### src/rtl/inport_conditioner_if.sv
// Raw user-input levels in, conditioned in-port word and STOP indications out.
// The conditioner is the slave; whatever drives the raw pins and consumes the results is the master.
interface inport_conditioner_if;
    logic [7:0]  sw_raw;
    logic        stop_n_raw;
    logic [31:0] inport_data;
    logic        inport_changed;
    logic        stop_level;
    logic        stop_pulse;

    modport slave (
        input  sw_raw,
        input  stop_n_raw,
        output inport_data,
        output inport_changed,
        output stop_level,
        output stop_pulse
    );

    modport master (
        output sw_raw,
        output stop_n_raw,
        input  inport_data,
        input  inport_changed,
        input  stop_level,
        input  stop_pulse
    );
endinterface

### src/rtl/inport_conditioner.sv
// Synchronizes and debounces eight slide switches plus the active-low STOP key,
// producing a registered 32-bit in-port word and a single-cycle stop request.
module inport_conditioner #(
    parameter int unsigned DEBOUNCE_CYCLES = 250000,
    parameter int unsigned CNT_W           = 18
) (
    input  logic                  clk,
    input  logic                  reset,
    inport_conditioner_if.slave   port
);

    // Channels 0..7 are the switches, channel 8 is the raw (active-low) STOP key.
    localparam int unsigned      NCH      = 9;
    localparam int unsigned      STOP_CH  = 8;
    localparam logic [NCH-1:0]   RST_VAL  = 9'h100;
    localparam logic [CNT_W-1:0] CNT_LAST = CNT_W'(DEBOUNCE_CYCLES - 1);

    logic [NCH-1:0]   raw;
    logic [NCH-1:0]   sync_1;
    logic [NCH-1:0]   sync_2;
    logic [NCH-1:0]   acc;
    logic [NCH-1:0]   acc_next;
    logic [CNT_W-1:0] cnt      [NCH];
    logic [CNT_W-1:0] cnt_next [NCH];

    logic             changed_q;
    logic             stop_level_q;
    logic             stop_pulse_q;

    assign raw = {port.stop_n_raw, port.sw_raw};

    // NOTE: sequential state is always assigned with <= so every flop samples
    // pre-edge values regardless of statement order.
    always_ff @(posedge clk or negedge reset) begin
        if (!reset) begin
            sync_1 <= RST_VAL;
            sync_2 <= RST_VAL;
        end else begin
            sync_1 <= raw;
            sync_2 <= sync_1;
        end
    end

    // Debounce: a differing synchronized level must persist for DEBOUNCE_CYCLES
    // consecutive edges; any return to the accepted value restarts the count.
    always_comb begin
        // NOTE: defaults first so every path assigns every output and no latch is inferred.
        acc_next = acc;
        for (int i = 0; i < NCH; i++) begin
            cnt_next[i] = '0;
            if (sync_2[i] != acc[i]) begin
                if (cnt[i] == CNT_LAST) begin
                    acc_next[i] = sync_2[i];
                end else begin
                    cnt_next[i] = cnt[i] + CNT_W'(1);
                end
            end
        end
    end

    // NOTE: the counter array is a bank of flops, not a RAM, so it is cleared by
    // reset like any other state; mid-count reset must restart debouncing.
    always_ff @(posedge clk or negedge reset) begin
        if (!reset) begin
            acc <= RST_VAL;
            for (int i = 0; i < NCH; i++) begin
                cnt[i] <= '0;
            end
        end else begin
            acc <= acc_next;
            for (int i = 0; i < NCH; i++) begin
                cnt[i] <= cnt_next[i];
            end
        end
    end

    // Strobes are derived from the same accept decision so they line up with
    // the accepted value they announce.
    always_ff @(posedge clk or negedge reset) begin
        if (!reset) begin
            changed_q    <= 1'b0;
            stop_level_q <= 1'b0;
            stop_pulse_q <= 1'b0;
        end else begin
            changed_q    <= |(acc_next[7:0] ^ acc[7:0]);
            stop_level_q <= ~acc_next[STOP_CH];
            stop_pulse_q <= acc[STOP_CH] & ~acc_next[STOP_CH];
        end
    end

    assign port.inport_data    = {24'b0, acc[7:0]};
    assign port.inport_changed = changed_q;
    assign port.stop_level     = stop_level_q;
    assign port.stop_pulse     = stop_pulse_q;

endmodule
### src/flat_wrapper.sv
// flat-port wrapper written by rule: the top's interface ports become plain ports
module inport_conditioner_flat 
#(
    parameter int unsigned DEBOUNCE_CYCLES = 250000,
    parameter int unsigned CNT_W           = 18
)
  (clk, reset, port_sw_raw, port_stop_n_raw, port_inport_data, port_inport_changed, port_stop_level, port_stop_pulse);
  inport_conditioner_if port_i ();
  input  logic clk;
  input  logic reset;
  input wire logic [$bits(port_i.sw_raw)-1:0] port_sw_raw;
  input wire logic [$bits(port_i.stop_n_raw)-1:0] port_stop_n_raw;
  output wire logic [$bits(port_i.inport_data)-1:0] port_inport_data;
  output wire logic [$bits(port_i.inport_changed)-1:0] port_inport_changed;
  output wire logic [$bits(port_i.stop_level)-1:0] port_stop_level;
  output wire logic [$bits(port_i.stop_pulse)-1:0] port_stop_pulse;
  assign port_i.sw_raw = port_sw_raw;
  assign port_i.stop_n_raw = port_stop_n_raw;
  assign port_inport_data = port_i.inport_data;
  assign port_inport_changed = port_i.inport_changed;
  assign port_stop_level = port_i.stop_level;
  assign port_stop_pulse = port_i.stop_pulse;
  inport_conditioner #(.DEBOUNCE_CYCLES(DEBOUNCE_CYCLES), .CNT_W(CNT_W)) u_core (.clk(clk), .reset(reset), .port(port_i));
endmodule
### config.mk
export PLATFORM = sky130hd
export DESIGN_NAME = inport_conditioner_flat
export DESIGN_NICKNAME = d
export VERILOG_FILES = /design/src/rtl/inport_conditioner_if.sv /design/src/rtl/inport_conditioner.sv /design/src/flat_wrapper.sv
export SDC_FILE = /design/constraint.sdc
export NUM_CORES = 1
export LEC_CHECK = 0
export BUFFER_PORTS_ARGS = -buffer_cell sky130_fd_sc_hd__buf_2
export CAP_MARGIN = 20
export CORE_ASPECT_RATIO = 0.8
export CORE_MARGIN = 3
export CORE_UTILIZATION = 53
export DETAILED_ROUTE_END_ITERATION = 10
export PLACE_DENSITY_LB_ADDON = 0.3
export SYNTH_ARGS = -nofsm -noshare
export SYNTH_HDL_FRONTEND = slang
export SYNTH_SLANG_ARGS = --single-unit
export TNS_END_PERCENT = 10
### constraint.sdc
create_clock -name clk -period 2.2 [get_ports clk]
set_input_delay 0.33 -clock clk [delete_from_list [all_inputs] [get_ports clk]]
set_output_delay 0.33 -clock clk [all_outputs]
set_load 0.1 [all_outputs]
Word-level counts from Yosys, hierarchy flattened

Cells that the tools add are included.

Register bits: 192
Input bits: 11

Reduce and logical (&&, ||, !) cells: 1
Add/sub/neg operators: 9
Equality and inequality tests: 18
Bitwise logic cells: 3
Mux-type cells: 36

Operators with widths:

| operator              | number |
|---|---|
| $mux 18               | 18 |
| $add 18x1->18 const B | 9 |
| $eq 18x18->1 const B  | 9 |
| $mux 1                | 18 |
| $ne 1x1->1            | 9 |
| $reduce_or 8->1       | 1 |
| $xor 8x8->8           | 1 |
| $and 1x1->1           | 1 |
| $not 1->1             | 1 |

Logic depth before layout (Yosys ltp)

Depth in word-level cells: 5
Depth in mapped cells: 8
Gate-level depth less buffers: 6

Worst setup path before layout

No wires, ideal clock.

Kind: reg-to-reg
From: reg u_core.cnt[18] in the netlist's numbering
To: reg u_core.cnt[28] in the netlist's numbering
Slack: 0.450 ns
Cell stages (with the launch flop): 9
Path buffers: 2
Arrival: 1.631 ns
Cell sequence: dfrtp_1 > ha_1 > nand3_1 > or3_1 > nor2_1 > or2_1 > buf_2 > buf_4 > nor2_1

RTL lines:

| what                            | RTL line                 | text |
|---|---|---|
| start, declared                 | inport_conditioner.sv:23 | `logic [CNT_W-1:0] cnt [NCH];` |
| start signal, assigned by index | inport_conditioner.sv:72 | `cnt[i] <= cnt_next[i];` |

Final worst setup path

From: reg u_core.cnt[36] in the netlist's numbering
To: reg u_core.changed_q, in the netlist u_core.port.inport_changed

Longest elaborated chain between the ends: 5

Ends and longest elaborated chain:

| what                 | RTL line                 | text |
|---|---|---|
| $eq 18x18->1         | inport_conditioner.sv:52 | `if (cnt[i] == CNT_LAST) begin` |
| $mux 1               | inport_conditioner.sv:52 |  |
| $mux 1               | inport_conditioner.sv:51 | `if (sync_2[i] != acc[i]) begin` |
| $xor 8x8->8          | inport_conditioner.sv:85 | `changed_q <= \|(acc_next[7:0] ^ acc[7:0]);` |
| $reduce_or 8->1      | inport_conditioner.sv:85 |  |
| end signal, assigned | inport_conditioner.sv:85 |  |
| end, declared        | inport_conditioner.sv:26 | `logic changed_q;` |

No other way between the ends.

==> results_dict.tcl <==
set metrics [dict create \
    finClkSkew_ps 12.7 \
    vias_per_cell 5.12 \
    synth_area_leaders "dfrtp_1 (53%), xor2_1 (8.9%), nor2_1 (7.8%)" \
    rows 41 \
    synth_top_flop_cell "dfrtp_1" \
    worstSetupPathType "flop to flop" \
    met3_usage_pct 4.06 \
    clock_path_buffers 2 \
    clk_pin_slew_ps 70 \
    dp_hpwl_mm 10.2 \
    netlist.area_leader.share_pct 52.6 \
    place_worst_setup_slack_ps 286 \
    top_usage_layer "met2" \
    min_from "port_sw_raw[3]" \
    synth_area_leader_cell "dfrtp_1" \
    finalMaxSlewViolations 0 \
    worstSetupEndpoint "u_core.port.inport_changed" \
    io_buffers 21 \
    diodes 0 \
    holdWs_ps 19.1 \
    grt_pass1_vias 5667 \
    r2r_slack_ps 260 \
    cts-htree-levels 4 \
    wl_mm 15.2 \
    synthToLayoutAreaGrowth_pct 10.4 \
    period_share_pct 88.2 \
    max_cap_violations 0 \
    grt_overflow 0 \
    grt_max_degree 58 \
    cellPowerDensity_nw_per_um2 717 \
    end_kind "flop" \
    final_net_count 930 \
    nFillCells 1366 \
    ff2ff_path_depth 6 \
    globalplace.congestion 0.827 \
    ant_nets 0 \
    clkLatencyLatePin_ps 430 \
    finalHoldViolCount 0 \
    leakagePower_nw 4.47 \
    reg2reg_from "u_core.cnt[36]" \
    avgSynthCellArea_um2 10.3 \
    seqCellArea_um2 4810 \
    drt_iter0_drc 379 \
    tightest_slew_ps 532 \
    grtUsageMet1_pct 26.0 \
    vias 5827 \
    drc 0 \
    syn_inst 873 \
    rsz0062_at_grt "no" \
    power_mw 7.12 \
    tritoncts "built" \
    vdd_drop_max_uv 498 \
    fp.dieW_um 152 \
    cts_sinks 192 \
    met2_usage_pct 26.6 \
    yosysMostFrequentCell "dfrtp_1" \
    arrival_ps 2280 \
    post-place-cells 1097 \
    grt_antenna_before_repair 0 \
    grt_pass1_wl_mm 26.6 \
    relSlewSlack_pct 64.3 \
    min_period_ps 1940 \
    ys_top_cells_by_count "dfrtp_1 (189), nor2_1 (186), xor2_1 (91)" \
    netlist_area_um2 8990 \
    fin_ws_ps 260 \
    multi_input_area_um2 3840 \
    dieArea_um2 18600 \
    cts_hold_buf 9 \
    fmax_mhz 516 \
    status "complete, no violations" \
    root_buffer "clkbuf_16" \
    setup_viol 0 \
    dr.pass1.iters 4 \
    critPathMaxFanout 5 \
    cp-start-kind "flop" \
    timing.rr.end "u_core.port.inport_changed" \
    design.core.area_um2 16200 \
    track_usage_pct 17.8 \
    cts_resized 0 \
    initial_core_util_pct 55.5 \
    post-cts-setup-buffers 0 \
    yosysWarnings 0 \
    ys_ff_latch 192 \
    synth_edf_count 0 \
    layout.cells.non_filler 1138 \
    die_h_um 122 \
    worst_ep_required_time_ps 2540 \
    wl_per_cell_um 13.3 \
    crit_path_start "u_core.cnt[36]" \
    fin_tns_setup_ps 0 \
    async_reset_ff_share_pct 100 \
    ys_seq_area_share_pct 53.5 \
    drive_gt1_share_pct 8.88 \
    ys_types 42 \
    hold_path_class "input pin to flop" \
    cts-buffers-inserted 17 \
    boundaryPins 46 \
]
## metal layers
metal / share of wire (%) / wire, um / up-vias
li1: - / - / 2937
met4: 0.76 / 115 / 0
met2: 45 / 6820 / 53
met3: 2.3 / 353 / 8
met5: 0 / 0 / -
met1: 52 / 7890 / 2829
## sequential cells by signal, summed over array words and instances (netlist names)
name                        count
u_core.cnt                    162
u_core.acc                      9
u_core.sync_1                   9
u_core.sync_2                   9
u_core.port.inport_changed      1
u_core.port.stop_level          1
u_core.port.stop_pulse          1
## worst min-delay path by stage
| stage | endpoint | slack, ps | depth (start not counted) |
|---|---|---|---|
| floorplan | u_core.acc[0] | 30 | 0 |
| global placement | u_core.sync_2[5] | 330 | 0 |
| detailed placement | u_core.cnt[127] | 340 | 1 |
| CTS | u_core.sync_1[3] | 3 | 1 |
| global route | u_core.sync_1[3] | 0.6 | 1 |
| finish | u_core.sync_1[3] | 20 | 1 |
## final cells by class
type	instances	area share (%)
Multi-Input combinational cell	633	38.7
Inverter	18	0.681
Tap cell	215	2.71
Timing Repair Buffer	48	3.67
Clock inverter	10	1.39
Clock buffer	22	4.47
Sequential cell	192	48.4
## critical path, stage by stage, from the launching register on
cell	delay, ps
dfrtp_1	400
ha_1	270
and3_1	230
nand4_1	160
or3b_2	490
o211a_1	180
o2111ai_1	100
## metrics by stage
stage / util, % / instance area, um^2
final: 61.2 / 9930
after detailed placement: 57.1 / 9260
after CTS: 61.2 / 9930
after floorplan: - / 9080
after global routing: 61.2 / 9930
after global placement: 57.1 / 9260
## where the power goes
group          leakage [nW]  internal [mW]  switching (mW)
logic                  1.59         0.0861           0.332
clock network         0.278           1.79            1.29
registers              2.61           3.59          0.0416
total                  4.47           5.46            1.66
## cells by family (layout without fill, tap and decap cells)
kind of cell,Yosys count,after routing,share of synthesized area [%]
compound gates,9,9,0.738
xor+xnor,153,153,14.9
fa+ha+maj,9,9,1.25
buf+inv,71,98,4.80
flops,192,192,53.5
mux,9,9,1.11
other cells,1,24,0.0417
simple gates,429,429,23.7
## cell usage in the layout (no fill, tap or decap), types with 4 or more instances in the layout
master	count
buf_4	16
dfrtp_1	189
nand3_1	51
xor2_1	91
clkbuf_1	5
clkbuf_16	17
mux2_2	8
conb_1	24
xnor2_1	62
nand2_1	47
inv_1	18
and3_1	33
nor4b_1	15
nor2_1	186
nor3_1	15
ha_1	9
buf_2	20
nand3b_1	4
dlygate4sd3_1	9
nor4_1	7
nand4_1	36
and4_1	18
(Power assumes the default switching activity.)
